<file path="config.mk">
export PLATFORM = sky130hd
export DESIGN_NAME = hfilter_h3
export DESIGN_NICKNAME = d
export VERILOG_FILES = /design/src/rtl/hfilter_pkg.sv /design/src/rtl/hfilter_mac3.sv /design/src/rtl/hfilter_h3.sv
export SDC_FILE = /design/constraint.sdc
export NUM_CORES = 1
export LEC_CHECK = 0
export ABC_CLOCK_PERIOD_IN_PS = 7450
export CORE_MARGIN = 2
export CORE_UTILIZATION = 40
export CTS_CLUSTER_DIAMETER = 150
export DETAILED_ROUTE_END_ITERATION = 8
export PLACE_DENSITY = 0.59
export SYNTH_ARGS = -nofsm -noshare
export SYNTH_HDL_FRONTEND = slang
export SYNTH_SLANG_ARGS = --single-unit
</file>
<file path="constraint.sdc">
create_clock -name clk -period 7.45 [get_ports clk]
set_input_delay 0.745 -clock clk [delete_from_list [all_inputs] [get_ports clk]]
set_output_delay 0.745 -clock clk [all_outputs]
set_load 0.01 [all_outputs]
</file>
<file path="src/rtl/hfilter_pkg.sv">
// Shared types and arithmetic helpers for the 2D FIR filter stages.
package hfilter_pkg;

    typedef enum logic [1:0] {
        S_FIRST,
        S_RUN,
        S_FLUSH
    } state_t;

    localparam int COEFF_WIDTH_DEF = 14;
    localparam int F = COEFF_WIDTH_DEF - 2;

    // Round half up on frac bits, then clamp to an unsigned dw-bit range.
    function automatic logic signed [31:0] round_sat(
        input logic signed [31:0] sum,
        input int                 frac,
        input int                 dw
    );
        logic signed [31:0] r;
        logic signed [31:0] hi;
        r  = (sum + (32'sd1 <<< (frac - 1))) >>> frac;
        hi = (32'sd1 <<< dw) - 32'sd1;
        if (r < 0)
            round_sat = '0;
        else if (r > hi)
            round_sat = hi;
        else
            round_sat = r;
    endfunction

endpackage

</file>
<file path="src/rtl/hfilter_mac3.sv">
// 3-tap multiply / sum / round-saturate pipeline (two register stages).
module hfilter_mac3
    import hfilter_pkg::*;
#(
    parameter int DATA_WIDTH  = 8,
    parameter int COEFF_WIDTH = 14
) (
    input  logic                   clk,
    input  logic                   rst,
    input  logic                   valid_i,
    input  logic [DATA_WIDTH-1:0]  l_i,
    input  logic [DATA_WIDTH-1:0]  c_i,
    input  logic [DATA_WIDTH-1:0]  r_i,
    input  logic [DATA_WIDTH-1:0]  center_i,
    input  logic                   eol_i,
    input  logic [COEFF_WIDTH-1:0] coeff0_i,
    input  logic [COEFF_WIDTH-1:0] coeff1_i,
    input  logic [COEFF_WIDTH-1:0] coeff2_i,
    output logic                   valid_o,
    output logic [DATA_WIDTH-1:0]  data_o,
    output logic [DATA_WIDTH-1:0]  center_o,
    output logic                   eol_o
);

    localparam int PW = DATA_WIDTH + COEFF_WIDTH + 1;
    localparam int SW = DATA_WIDTH + COEFF_WIDTH + 3;
    localparam int FR = COEFF_WIDTH - 2;

    logic                  pv_q, pv_d, peol_q, peol_d;
    logic signed [PW-1:0]  p0_q, p0_d, p1_q, p1_d, p2_q, p2_d;
    logic [DATA_WIDTH-1:0] pcen_q, pcen_d;
    logic                  sv_q, sv_d, seol_q, seol_d;
    logic signed [SW-1:0]  sum_q, sum_d;
    logic [DATA_WIDTH-1:0] scen_q, scen_d;

    always_comb begin
        pv_d   = valid_i;
        peol_d = valid_i & eol_i;
        p0_d   = p0_q;
        p1_d   = p1_q;
        p2_d   = p2_q;
        pcen_d = pcen_q;
        if (valid_i) begin
            p0_d   = PW'($signed({1'b0, l_i})) * PW'($signed(coeff0_i));
            p1_d   = PW'($signed({1'b0, c_i})) * PW'($signed(coeff1_i));
            p2_d   = PW'($signed({1'b0, r_i})) * PW'($signed(coeff2_i));
            pcen_d = center_i;
        end
        sv_d   = pv_q;
        seol_d = pv_q & peol_q;
        sum_d  = sum_q;
        scen_d = scen_q;
        if (pv_q) begin
            sum_d  = SW'(p0_q) + SW'(p1_q) + SW'(p2_q);
            scen_d = pcen_q;
        end
    end

    always_ff @(posedge clk or posedge rst) begin
        if (rst) begin
            pv_q   <= 1'b0;
            peol_q <= 1'b0;
            p0_q   <= '0;
            p1_q   <= '0;
            p2_q   <= '0;
            pcen_q <= '0;
            sv_q   <= 1'b0;
            seol_q <= 1'b0;
            sum_q  <= '0;
            scen_q <= '0;
        end else begin
            pv_q   <= pv_d;
            peol_q <= peol_d;
            p0_q   <= p0_d;
            p1_q   <= p1_d;
            p2_q   <= p2_d;
            pcen_q <= pcen_d;
            sv_q   <= sv_d;
            seol_q <= seol_d;
            sum_q  <= sum_d;
            scen_q <= scen_d;
        end
    end

    assign valid_o  = sv_q;
    assign eol_o    = seol_q;
    assign center_o = scen_q;
    assign data_o   = DATA_WIDTH'(round_sat(32'(sum_q), FR, DATA_WIDTH));

endmodule

</file>
<file path="src/rtl/hfilter_h3.sv">
// Horizontal 3-tap FIR stage: line windowing with border replication.
module hfilter_h3
    import hfilter_pkg::*;
#(
    parameter int DATA_WIDTH  = 8,
    parameter int COEFF_WIDTH = 14,
    parameter int CNT_WIDTH   = 12
) (
    input  logic                   clk,
    input  logic                   rst,
    input  logic                   valid_i,
    output logic                   ready_o,
    input  logic [DATA_WIDTH-1:0]  data_i,
    input  logic [DATA_WIDTH-1:0]  center_i,
    input  logic [CNT_WIDTH-1:0]   line_width_i,
    input  logic [COEFF_WIDTH-1:0] coeff0_h_i,
    input  logic [COEFF_WIDTH-1:0] coeff1_h_i,
    input  logic [COEFF_WIDTH-1:0] coeff2_h_i,
    output logic                   valid_o,
    output logic [DATA_WIDTH-1:0]  data_o,
    output logic [DATA_WIDTH-1:0]  center_o,
    output logic                   eol_o
);

    state_t                state_q, state_d;
    logic [CNT_WIDTH-1:0]  cnt_q, cnt_d, width_q, width_d;
    logic [DATA_WIDTH-1:0] win_l_q, win_l_d, win_c_q, win_c_d;
    logic [DATA_WIDTH-1:0] cen_c_q, cen_c_d;
    logic                  accept, iss, iss_eol;
    logic [DATA_WIDTH-1:0] iss_r;
    logic                  wv_q, wv_d, weol_q, weol_d;
    logic [DATA_WIDTH-1:0] wl_q, wl_d, wc_q, wc_d;
    logic [DATA_WIDTH-1:0] wr_q, wr_d, wcen_q, wcen_d;

    assign ready_o = (state_q != S_FLUSH);
    assign accept  = valid_i && ready_o;

    always_comb begin
        state_d = state_q;
        cnt_d   = cnt_q;
        width_d = width_q;
        win_l_d = win_l_q;
        win_c_d = win_c_q;
        cen_c_d = cen_c_q;
        iss     = 1'b0;
        iss_r   = data_i;
        iss_eol = 1'b0;
        unique case (state_q)
            S_FIRST: begin
                if (accept) begin
                    win_l_d = data_i;
                    win_c_d = data_i;
                    cen_c_d = center_i;
                    width_d = line_width_i;
                    cnt_d   = CNT_WIDTH'(1);
                    state_d = (line_width_i == CNT_WIDTH'(1)) ? S_FLUSH : S_RUN;
                end
            end
            S_RUN: begin
                if (accept) begin
                    iss     = 1'b1;
                    win_l_d = win_c_q;
                    win_c_d = data_i;
                    cen_c_d = center_i;
                    cnt_d   = cnt_q + 1'b1;
                    if (cnt_q == width_q - 1'b1)
                        state_d = S_FLUSH;
                end
            end
            S_FLUSH: begin
                // Right border: replicate the last pixel into the right tap.
                iss     = 1'b1;
                iss_r   = win_c_q;
                iss_eol = 1'b1;
                cnt_d   = '0;
                state_d = S_FIRST;
            end
            default: state_d = S_FIRST;
        endcase
        wv_d   = iss;
        weol_d = iss & iss_eol;
        wl_d   = iss ? win_l_q : wl_q;
        wc_d   = iss ? win_c_q : wc_q;
        wr_d   = iss ? iss_r : wr_q;
        wcen_d = iss ? cen_c_q : wcen_q;
    end

    always_ff @(posedge clk or posedge rst) begin
        if (rst) begin
            state_q <= S_FIRST;
            cnt_q   <= '0;
            width_q <= '0;
            win_l_q <= '0;
            win_c_q <= '0;
            cen_c_q <= '0;
            wv_q    <= 1'b0;
            weol_q  <= 1'b0;
            wl_q    <= '0;
            wc_q    <= '0;
            wr_q    <= '0;
            wcen_q  <= '0;
        end else begin
            state_q <= state_d;
            cnt_q   <= cnt_d;
            width_q <= width_d;
            win_l_q <= win_l_d;
            win_c_q <= win_c_d;
            cen_c_q <= cen_c_d;
            wv_q    <= wv_d;
            weol_q  <= weol_d;
            wl_q    <= wl_d;
            wc_q    <= wc_d;
            wr_q    <= wr_d;
            wcen_q  <= wcen_d;
        end
    end

    hfilter_mac3 #(
        .DATA_WIDTH (DATA_WIDTH),
        .COEFF_WIDTH(COEFF_WIDTH)
    ) u_mac3 (
        .clk     (clk),
        .rst     (rst),
        .valid_i (wv_q),
        .l_i     (wl_q),
        .c_i     (wc_q),
        .r_i     (wr_q),
        .center_i(wcen_q),
        .eol_i   (weol_q),
        .coeff0_i(coeff0_h_i),
        .coeff1_i(coeff1_h_i),
        .coeff2_i(coeff2_h_i),
        .valid_o (valid_o),
        .data_o  (data_o),
        .center_o(center_o),
        .eol_o   (eol_o)
    );

endmodule

</file>
Word level (Yosys, flattened, before mapping)
Index checks and enable logic that the tools add are counted.
{"block": "op_classes", "add_sub_neg": 5, "mul": 3, "order_cmp": 2, "n_eq_ne": 8, "mux": 17, "bitwise": 3, "n_reduce_logical": 10}
{"cell": "9-bit by 14-bit multiplier with 23-bit output", "count": 3}
{"cell": "8-bit two-way mux", "count": 5}
{"cell": "12-bit one-hot mux with 3 select lines", "count": 1}
{"cell": "25-bit by 13-bit adder with 26-bit output, second input constant", "count": 1}
{"cell": "24-bit by 23-bit adder with 25-bit output", "count": 1}
{"cell": "23-bit by 23-bit adder with 24-bit output", "count": 1}
{"cell": "12-bit two-way mux", "count": 2}
{"cell": "8-bit one-hot mux with 2 select lines", "count": 1}
{"cell": "14-bit by 9-bit > comparator with 1-bit output, second input constant", "count": 1}
{"cell": "14-bit by 1-bit less-than comparator with 1-bit output, second input constant", "count": 1}
{"cell": "12-bit by 1-bit adder with 12-bit output, second input constant", "count": 1}
{"cell": "12-bit by 1-bit equality test with 1-bit output, second input constant", "count": 1}
{"cell": "12-bit equality test", "count": 1}
{"cell": "12-bit by 1-bit subtractor with 12-bit output, second input constant", "count": 1}
{"cell": "3-bit AND reduction", "count": 3}
{"cell": "2-bit two-way mux", "count": 4}
{"cell": "2-bit inequality test, second input constant", "count": 4}
{"cell": "2-bit one-hot mux with 2 select lines", "count": 1}
{"cell": "2-bit AND reduction", "count": 2}
{"cell": "1-bit AND", "count": 3}
{"cell": "3-bit nonzero test", "count": 1}
{"cell": "2-bit by 1-bit equality test with 1-bit output, second input constant", "count": 1}
{"cell": "2-bit equality test, second input constant", "count": 1}
{"cell": "2-bit logical NOT", "count": 1}
{"cell": "5 further kinds", "count": 6}
{"block": "totals", "reg_bits": 198, "input_bits": 73, "word_cells": 70}

Longest topological paths before layout
Gate-level depths: netlist of the first run.
{"block": "depth", "word_depth": 5, "mapped_depth": 19, "mapped_depth_nobuf": 18}

Cells and area by module
Synthesis of the first run repeated with hierarchy kept, for this count alone.
{"block": "hier_totals", "hier_cells": 2244, "hier_area_um2": 21406.8}
{"module": "hfilter_mac3", "n_inst": 1, "cells_each": 1850, "area_per_inst_um2": 17444.2, "seq_area_each_um2": 2577.5}
{"module": "hfilter_h3", "n_inst": 1, "cells_each": 394, "area_per_inst_um2": 3962.6, "seq_area_each_um2": 2102.0}

Least setup slack after synthesis of the first run
Ideal clock, no wire load.
{"block": "synth_timing", "kind": "input port to flip-flop", "from": "input port coeff1_h_i[7]", "to": "register u_mac3.p1_q[19]", "setup_time_ns": 0.125, "t_arrival_ns": 4.872, "required_ns": 7.325, "setup_slack_ns": 2.454, "stages": 16, "cell_sequence": "nand2_1 fa_1 inv_1 fa_1 inv_1 fa_1 fa_1 inv_1 ha_1 o21ai_0 o211a_1 o211a_1 o41ai_1 a21oi_1 xnor2_1 mux2_2"}
{"block": "synth_between", "elab_chain_len": 1}
{"element": "start: declaration", "line": "hfilter_h3.sv:17", "source": "input logic [COEFF_WIDTH-1:0] coeff1_h_i,"}
{"element": "9-bit by 14-bit multiplier with 23-bit output", "line": "hfilter_mac3.sv:45", "source": "p1_d = PW'($signed({1'b0, c_i})) * PW'($signed(coeff1_i));"}
{"element": "end signal: assignment", "line": "hfilter_mac3.sv:75", "source": "p1_q <= p1_d;"}
{"element": "end: declaration", "line": "hfilter_mac3.sv:30", "source": "logic signed [PW-1:0] p0_q, p0_d, p1_q, p1_d, p2_q, p2_d;"}
No other way between the ends.
A chain may end at the register's enable or synchronous reset.

Worst setup path after layout of the first run
{"block": "layout_timing", "from": "input port coeff1_h_i[7]", "to": "register u_mac3.p1_q[21]"}
The elaborated chain is that of the path after synthesis.

==> results of run 1 <==
Yosys cell counts (all sizes together) (4+ instances only):
library cell and n:
o21ai 66, a21oi 71, o21a 10, mux2 89, nand2b 5, o31a 4, a211oi 18, or4 4
and3 18, mux2i 18, nor3 24, o2111ai 6, clkbuf 55, nand2 300, o311ai 5, inv 463
nor2b 6, buf 7, fa 292, a21o 24, o31ai 10, xor2 24, and2 165, o2bb2ai 5
nor2 55, a31oi 12, or2 4, nor4 11, nand3 30, or3 7, dfrtp 187, o21bai 10
nand4 14, xnor2 51, ha 167, and4 5
path summary, 6_finish.rpt:
| path | to | cells past startpoint | startpoint | slack (ps) |
|---|---|---|---|---|
| max in group asynchronous | u_mac3.p0_q[1] | 3 | rst | 5110 |
| min in group asynchronous | cen_c_q[2] | 2 | rst | 870 |
| hold reg to reg | wcen_q[4] | 2 | cen_c_q[4] | 460 |
| setup / recovery | u_mac3.p1_q[21] | 17 | coeff1_h_i[7] | 1850 |
| hold / removal | wcen_q[4] | 2 | cen_c_q[4] | 460 |
| setup reg to reg | u_mac3.p1_q[21] | 16 | wc_q[0] | 1940 |
flip-flops by register name, summed over array words and instances, names as in the netlist, 12 cells and up:
name / cells
u_mac3.p1_q: 23
u_mac3.p2_q: 23
cnt_q: 12
u_mac3.sum_q: 14
width_q: 12
u_mac3.p0_q: 23
cell type report:
type | count | area (µm²) | share of cell area
multi-input combinational | 1576 | 14800 | 0.626
sequential | 187 | 4680 | 0.198
inverter | 464 | 1750 | 0.0739
timing repair buffer | 97 | 956 | 0.0404
tap | 688 | 861 | 0.0364
clock buffer | 17 | 425 | 0.0180
clock inverter | 15 | 180 | 0.00762
critical path: cells and delay by family:
family          cells  cell delay (ps)
simple gates        1              140
xor+xnor            1              160
fa+ha+maj           5             2350
buf+inv             4              770
mux                 1              260
compound gates      5             1500
logic make-up after synthesis:
kind of cell,after synthesis
multiplexers,107
AND/OR/NAND/NOR,657
XOR/XNOR,75
flip-flops,187
adder cells (fa/ha/maj),459
buffers and inverters,526
AO/OA/AOI/OAI,278
routing by layer:
metal / up-vias / wire [µm] / global-route usage
met5: - / 0 / 0
met4: 0 / 854 / 0.0440
met3: 43 / 1180 / 0.0186
met2: 231 / 22800 / 0.301
met1: 7690 / 23000 / 0.253
li1: 7363 / - / -
through the flow:
step / cell area (µm²) / cells / util / hold slack, ps
floorplan: 21500 / 2289 / - / 352
global placement: 23100 / 3012 / 0.437 / 444
detailed placement: 23100 / 3012 / 0.437 / 449
CTS: 23700 / 3044 / 0.448 / 469
global route: 23700 / 3044 / 0.448 / 489
finish: 23700 / 3044 / 0.448 / 463
cell usage in the layout (no fill, tap or decap), types with 4 or more instances in the layout:
master / count
and2_1: 165
a211oi_1: 18
o311ai_0: 4
buf_4: 6
nand2b_1: 5
o21ai_0: 66
nand3_1: 30
mux2_2: 89
ha_1: 167
o2bb2ai_1: 5
a21o_1: 24
a21oi_1: 71
o21bai_1: 10
or2_2: 4
xnor2_1: 51
nand2_1: 300
and4_1: 5
nand4_1: 14
o2111ai_1: 6
xor2_1: 24
fa_1: 292
o31a_1: 4
nor2b_1: 6
inv_1: 461
inv_8: 5
clkbuf_16: 17
a31oi_1: 12
nor3_1: 24
dfrtp_1: 186
mux2i_1: 18
nor2_1: 55
and3_1: 18
clkdlybuf4s50_1: 91
nor4_1: 9
o31ai_1: 10
or3_1: 7
o21a_1: 10
==> results.md, run 1 <==
Placement:
- The final estimated routing congestion in global placement is 0.827.
- The total half-perimeter wirelength after legalization and detailed placement is 38.4 mm.
- The port buffer count is 91.
- The worst-case setup slack after placement is 1380 ps.

Worst setup path:
- The required time at the worst-slack endpoint is 7780 ps.
- The setup path with the least slack is of type in -> reg.
- The critical path goes through clkdlybuf4s50_1 -> nand2_1 -> fa_1 -> inv_1 -> fa_1 -> inv_1 -> fa_1 -> fa_1 -> inv_1 -> ha_1 -> o21ai_0 -> o211a_1 -> o211a_1 -> o41ai_1 -> a21oi_1 -> xnor2_1 -> mux2_2.
- The worst setup path is captured at a register.
- The largest single stage delay on the critical path is 680 ps.
- Data on the critical path arrives at its endpoint at 5930 ps.
- The library cell contributing the largest single delay on the critical path is o41ai_1.
- STA classifies the critical path startpoint as an input pin.
- Among the stages of the critical path, the cell type that occurs most often is fa_1.
- The worst-path maximum fanout is 8.

Clock network:
- In this run the number of H-tree levels came out at 4.
- The later-pin clock latency in the skew report is 450 ps.
- Buffers inserted to repair hold after CTS numbered 0.
- The number of buffers added by the clock tree synthesis step is 17.
- TritonCTS built the clock tree.
- The worst-case clock buffer depth is 2.
- Clock tree synthesis selected as its root buffer the cell clkbuf_16.
- The post-CTS clock slew at the launch and capture registers of the worst setup and hold paths is 80 ps.
- The number of cells upsized or downsized after cts is 0.
- The number of sinks handled by clock tree synthesis is 187.
- After clock tree synthesis, the setup repair step added 0 buffers.

Synthesis:
- Synthesis produced 2289 cells.
- The cell accounting for the most synthesized area is fa_1.
- A synthesized cell averages 9.37 µm².
- The fraction of post-synthesis cell area in the top cell type by area is 0.272.
- Counting every net in the synthesized netlist gives 2821.
- The post-synthesis sequential element count is 187.
- Of the total synthesized cell area, the portion taken by XOR and XNOR cells is 0.0306.
- In the post-synthesis netlist, the biggest area contributors are fa_1 27%, dfrtp_1 22%, ha_1 9.7%.
- The count of synthesis-stage warnings from yosys is 0.
- The sequential cell area fraction in the yosys report is 0.218.
- Measured against the total synthesized area, the mux share comes to 0.0551.
- By area, the combinational part of the netlist is dominated by adder cells.
- The share of synthesized flip-flops with an asynchronous set or reset is 1.00.
- The complex-gate fraction of the synthesized area is 0.0840.
- The main flop type after synthesis is dfrtp_1.
- The number of synthesized flops with an enable pin is 0.
- The combined area of all synthesized cells is 21500 µm².
- Of the total synthesized cell area, the portion taken by full adders, half adders and majority gates is 0.370.
- The area fraction in and, or, nand and nor cells after synthesis is 0.150.
- The netlist uses 66 different library cells.

Timing:
- Setup violations remaining at the end of the flow were counted as 0.
- Dividing the final minimum period by the clock period gives 0.752.
- Setup repair after global routing left no endpoint under its margin.
- The final critical delay including setup and external delays is 5600 ps.
- The final count of pins violating max slew is 0.
- In this run the tightest slew margin relative to its limit is 0.255.
- The post-route setup TNS is 0 ps.
- The post-route clock skew is 15.7 ps.
- The fmax is 0.178 GHz.
- At the pin with the least slew margin, the transition time is 1120 ps.
- In the post-route analysis, the smallest setup slack over all paths is 1850 ps.
- The number of hold violations in the final report is 0.

Floorplan:
- The floorplan step set the die height to 236 µm.
- The floorplan has 84 rows.
- The floorplan step defined a core boundary enclosing 52800 µm².
- The initial standard-cell utilization of the core is 0.407.
- The floorplan step set the die width to 236 µm.
- During I/O placement, the number of pins put on the boundary was 92.
- The overall die area is 55500 µm².

Hold path:
- The path class of the tightest hold or removal check is reg -> reg.

Finish:
- Fill cells in the final layout number 5108.
- The fraction of layout cells with a size suffix above 1 is 0.0603.
- The antenna cell count is 0.
- The layout net count is 2875.
- From synthesis to final layout, the design area changed by 10.3%.

Global routing:
- The via count of the first global-routing pass is 16200.
- Entering global routing, the biggest net connects 118 pins.
- For this run the aggregate overflow at the end of global routing stands at 0.
- The overall fraction of global-route tracks in use is 0.181.
- The first global-routing pass estimated 82.0 mm of wire.
- The number of antenna violations at the first check in global routing is 0.

Status:
- The flow ran to the end, and the final reports show no timing, DRC or antenna violations.

Drt:
- Across all layers, the routed design uses 15300 vias.
- The total wire length after detailed routing is 47.8 mm.
- The detail-routed net length per standard cell is 15.7 µm.
- The number of DRC violations after detailed-routing iteration 0 is 872.
- The pre-antenna-repair detailed-routing pass consisted of 5 iterations.
- The post-route antenna net violation count is 0.
- The via density per instance is 5.04.
- For this run, design rule violations remaining after detail routing come to 0.

Run:
- The number of max-capacitance violations reported is 0.
Power of run 1 is left out: the tool's default activity adds up to more than one toggle a clock period on the data nets, which glitch-free logic cannot reach.
==> inputs of run 2 (changes only) <==
ABC_CLOCK_PERIOD_IN_PS = 4600   (was 7450)
PLACE_DENSITY = 0.61   (was 0.59)
clock period = 4.6 ns   (was 7.45 ns; I/O delays follow)
==> run 2 against run 1 <==
Effect of this change: the flow now finishes with violations (setup timing); setup slack worse by 1900 ps; via count grew 8.8%; cell count up 10%; critical path depth grew 2; core utilization grew 6.4 points; wire length increased by 11%; sequential cell count unchanged; first-iteration DRC count shrank 26%; highest routed layer is now met5.
==> results.md, run 2 (same netlist as run 1, synthesis figures left out) <==
Finish:
- The fraction of layout cells with a size suffix above 1 is 0.230.
- In the layout the commonest cells are 439 x inv_1, 281 x nand2_1, 278 x fa_1.
- 0 antenna diodes ended up in the layout.
- The layout-stage area growth over the synthesis result is 25.9%.
- In the final layout, the multi-input gates occupy 15600 µm².
- The most frequent standard cell in the layout excluding fill and tap cells is inv_1.
- The total area of sequential cells is 4710 µm².
- In the final layout, the registers with the most flip-flops are u_mac3.p0_q: 23 flops, u_mac3.p1_q: 23 flops, u_mac3.p2_q: 23 flops.
- The number of fill cells is 4846.
- At the end of the flow, the number of nets in the layout was 3178.
- The cell area after layout is 27000 µm².
- Once layout is complete, the utilization of the core stands at 0.512.

Timing:
- Setup repair after global routing could not meet its margin everywhere.
- The final critical delay including setup and external delays is 4640 ps.
- The post-route setup TNS is -65.3 ps.
- The final count of pins violating max slew is 0.
- In the finished design, the share of the clock period the worst path needs comes to 1.01.
- At the pin with the least slew margin, the transition time is 1090 ps.
- Across all setup checks in the final design, the least slack found is -42.5 ps.
- The remaining max-slew budget at the tightest pin is 0.270.
- The post-route clock skew is 10.1 ps.
- Setup violations remaining at the end of the flow were counted as 3.
- The number of hold violations in the final report came to 0.
- The fmax is 0.215 GHz.

Run:
- The number of max-capacitance violations reported is 0.

Placement:
- The congestion estimate from routability-driven global placement came to 0.841.
- Buffers placed on the I/O ports in this run total 91.
- Summing all placed instances gives a cell area of 25000 µm².
- The total half-perimeter wirelength after legalization and detailed placement is 41.7 mm.
- The worst-case setup slack after placement is -720 ps.

Status:
- The final reports fail on setup timing.
- The flow ran to the end, but the final reports show violations.

Worst setup path:
- Data on the critical path is required at its endpoint by 4930 ps.
- By startpoint and endpoint, the worst setup path is classified as reg -> reg.
- Counting cells, the worst reg-to-reg path comes to 19.
- The sort of element at the start of the critical path is a register.
- The data arrival at the endpoint of the critical path is 4970 ps.
- The critical path capture point type is a register.
- Along the worst path, the maximum fanout reaches 8.
- The endpoint identified for the worst register-to-register timing path is u_mac3.p2_q[14].
- In this run the register-to-register setup slack is -40 ps.
- The critical register-to-register path startpoint is wr_q[0].

Floorplan:
- The number of placed I/O pins is 92.
- For this configuration, the core starts out at a cell density of 0.407.
- The overall die area is 55500 µm².
- The floorplan step set the die width to 236 µm.
- The core region is 52800 µm².
- Row generation in the floorplan step produced 84 rows.
- The overall die height is 236 µm.

Drt:
- Dividing the detail-routed via count by the number of cells gives 4.98.
- After detailed routing, the number of remaining DRC violations is 0.
- The number of DRC violations after detailed-routing iteration 0 is 642.
- The routed layout has 16700 vias.
- The post-route antenna net violation count is 0.
- After detailed routing, the average wire length per cell comes to 15.8 µm.
- Wires add up to 52.9 mm.
- The iteration count of the initial detailed-routing pass is 5.

Clock network:
- The clock passes through at most 2 buffers.
- Buffers inserted during clock tree synthesis total 17.
- TritonCTS built the clock tree.
- CTS placed an instance of clkbuf_16 at the clock tree root.
- The count of hold buffers inserted by post-cts repair is 0.
- The CTS H-tree depth is 4.
- The later pin in the worst-skew pair is clocked with a latency of 440 ps.
- The clock net in this run drives a total of 187 sinks.
- After clock tree synthesis, the clock-pin slew on the worst setup and hold paths is 80 ps.

Global routing:
- The maximum number of pins on one net before global-route repair is 90.
- The number of antenna violations at the first check in global routing is 1.
- The total overflow left after global routing is 0.
- The via count of the first global-routing pass was 17700.
- For this run, the total global-route usage over all layers was measured as 0.194.
- The first global-routing pass estimated 88.3 mm of wire.

Hold path:
- The source of the worst hold timing path is u_mac3.peol_q.
- The classification of the worst-slack hold path is reg -> reg.
- The path with the worst hold slack has its endpoint at u_mac3.eol_o.
- The count of cells along the worst hold path is 1.
run 2: cell type report:
| class | instances | share of cell area |
|---|---|---|
| multi-input combinational | 1576 | 0.579 |
| tap | 688 | 0.0319 |
| inverter | 464 | 0.0646 |
| timing repair buffer | 400 | 0.129 |
| clock buffer | 19 | 0.0164 |
| sequential | 187 | 0.174 |
| clock inverter | 13 | 0.00491 |
run 2: metrics by stage:
stage               hold slack, ps  instances
global placement               441       3255
global route                   483       3347
detailed placement             451       3255
CTS                            470       3327
finish                         469       3347
floorplan                      352       2289
run 2: worst max-delay path: stages (launching register included):
cell and delay, ps:
dfrtp_2 540, buf_6 170, nand2_2 50, fa_1 490
inv_2 50, fa_1 520, ha_4 210, inv_1 70
fa_2 450, buf_4 150, buf_6 110, fa_2 390
nor2b_2 160, o31a_1 260, buf_6 150, o21ai_4 60
o21bai_1 190, a21oi_1 110, xnor2_1 150, mux2_2 260
run 2: worst max path at each step:
stage	start	to	cells after the start
after global routing	wr_q[0]	u_mac3.p2_q[14]	19
after detailed placement	coeff1_h_i[4]	u_mac3.p1_q[20]	18
after global placement	coeff1_h_i[4]	u_mac3.p1_q[20]	18
final	wr_q[0]	u_mac3.p2_q[14]	19
after CTS	wc_q[2]	u_mac3.p1_q[19]	16
after floorplan	wr_q[0]	u_mac3.p2_q[21]	17
run 2: timing repair:
action	CTS	global route
setup endpoints to repair	31	31
gates resized for setup	141	110
hold endpoints to repair	0	0
setup buffers	39	20
pin swaps	75	92
gates cloned	1	0
run 2: layer usage:
metal / GRT usage / up-vias / wire length, µm
met2: 0.334 / 246 / 26200
met3: 0.0276 / 50 / 1760
met5: 0 / - / 11
met4: 0.0376 / 2 / 746
met1: 0.263 / 8422 / 24100
li1: - / 7963 / -
Power of run 2 is left out for the same reason.
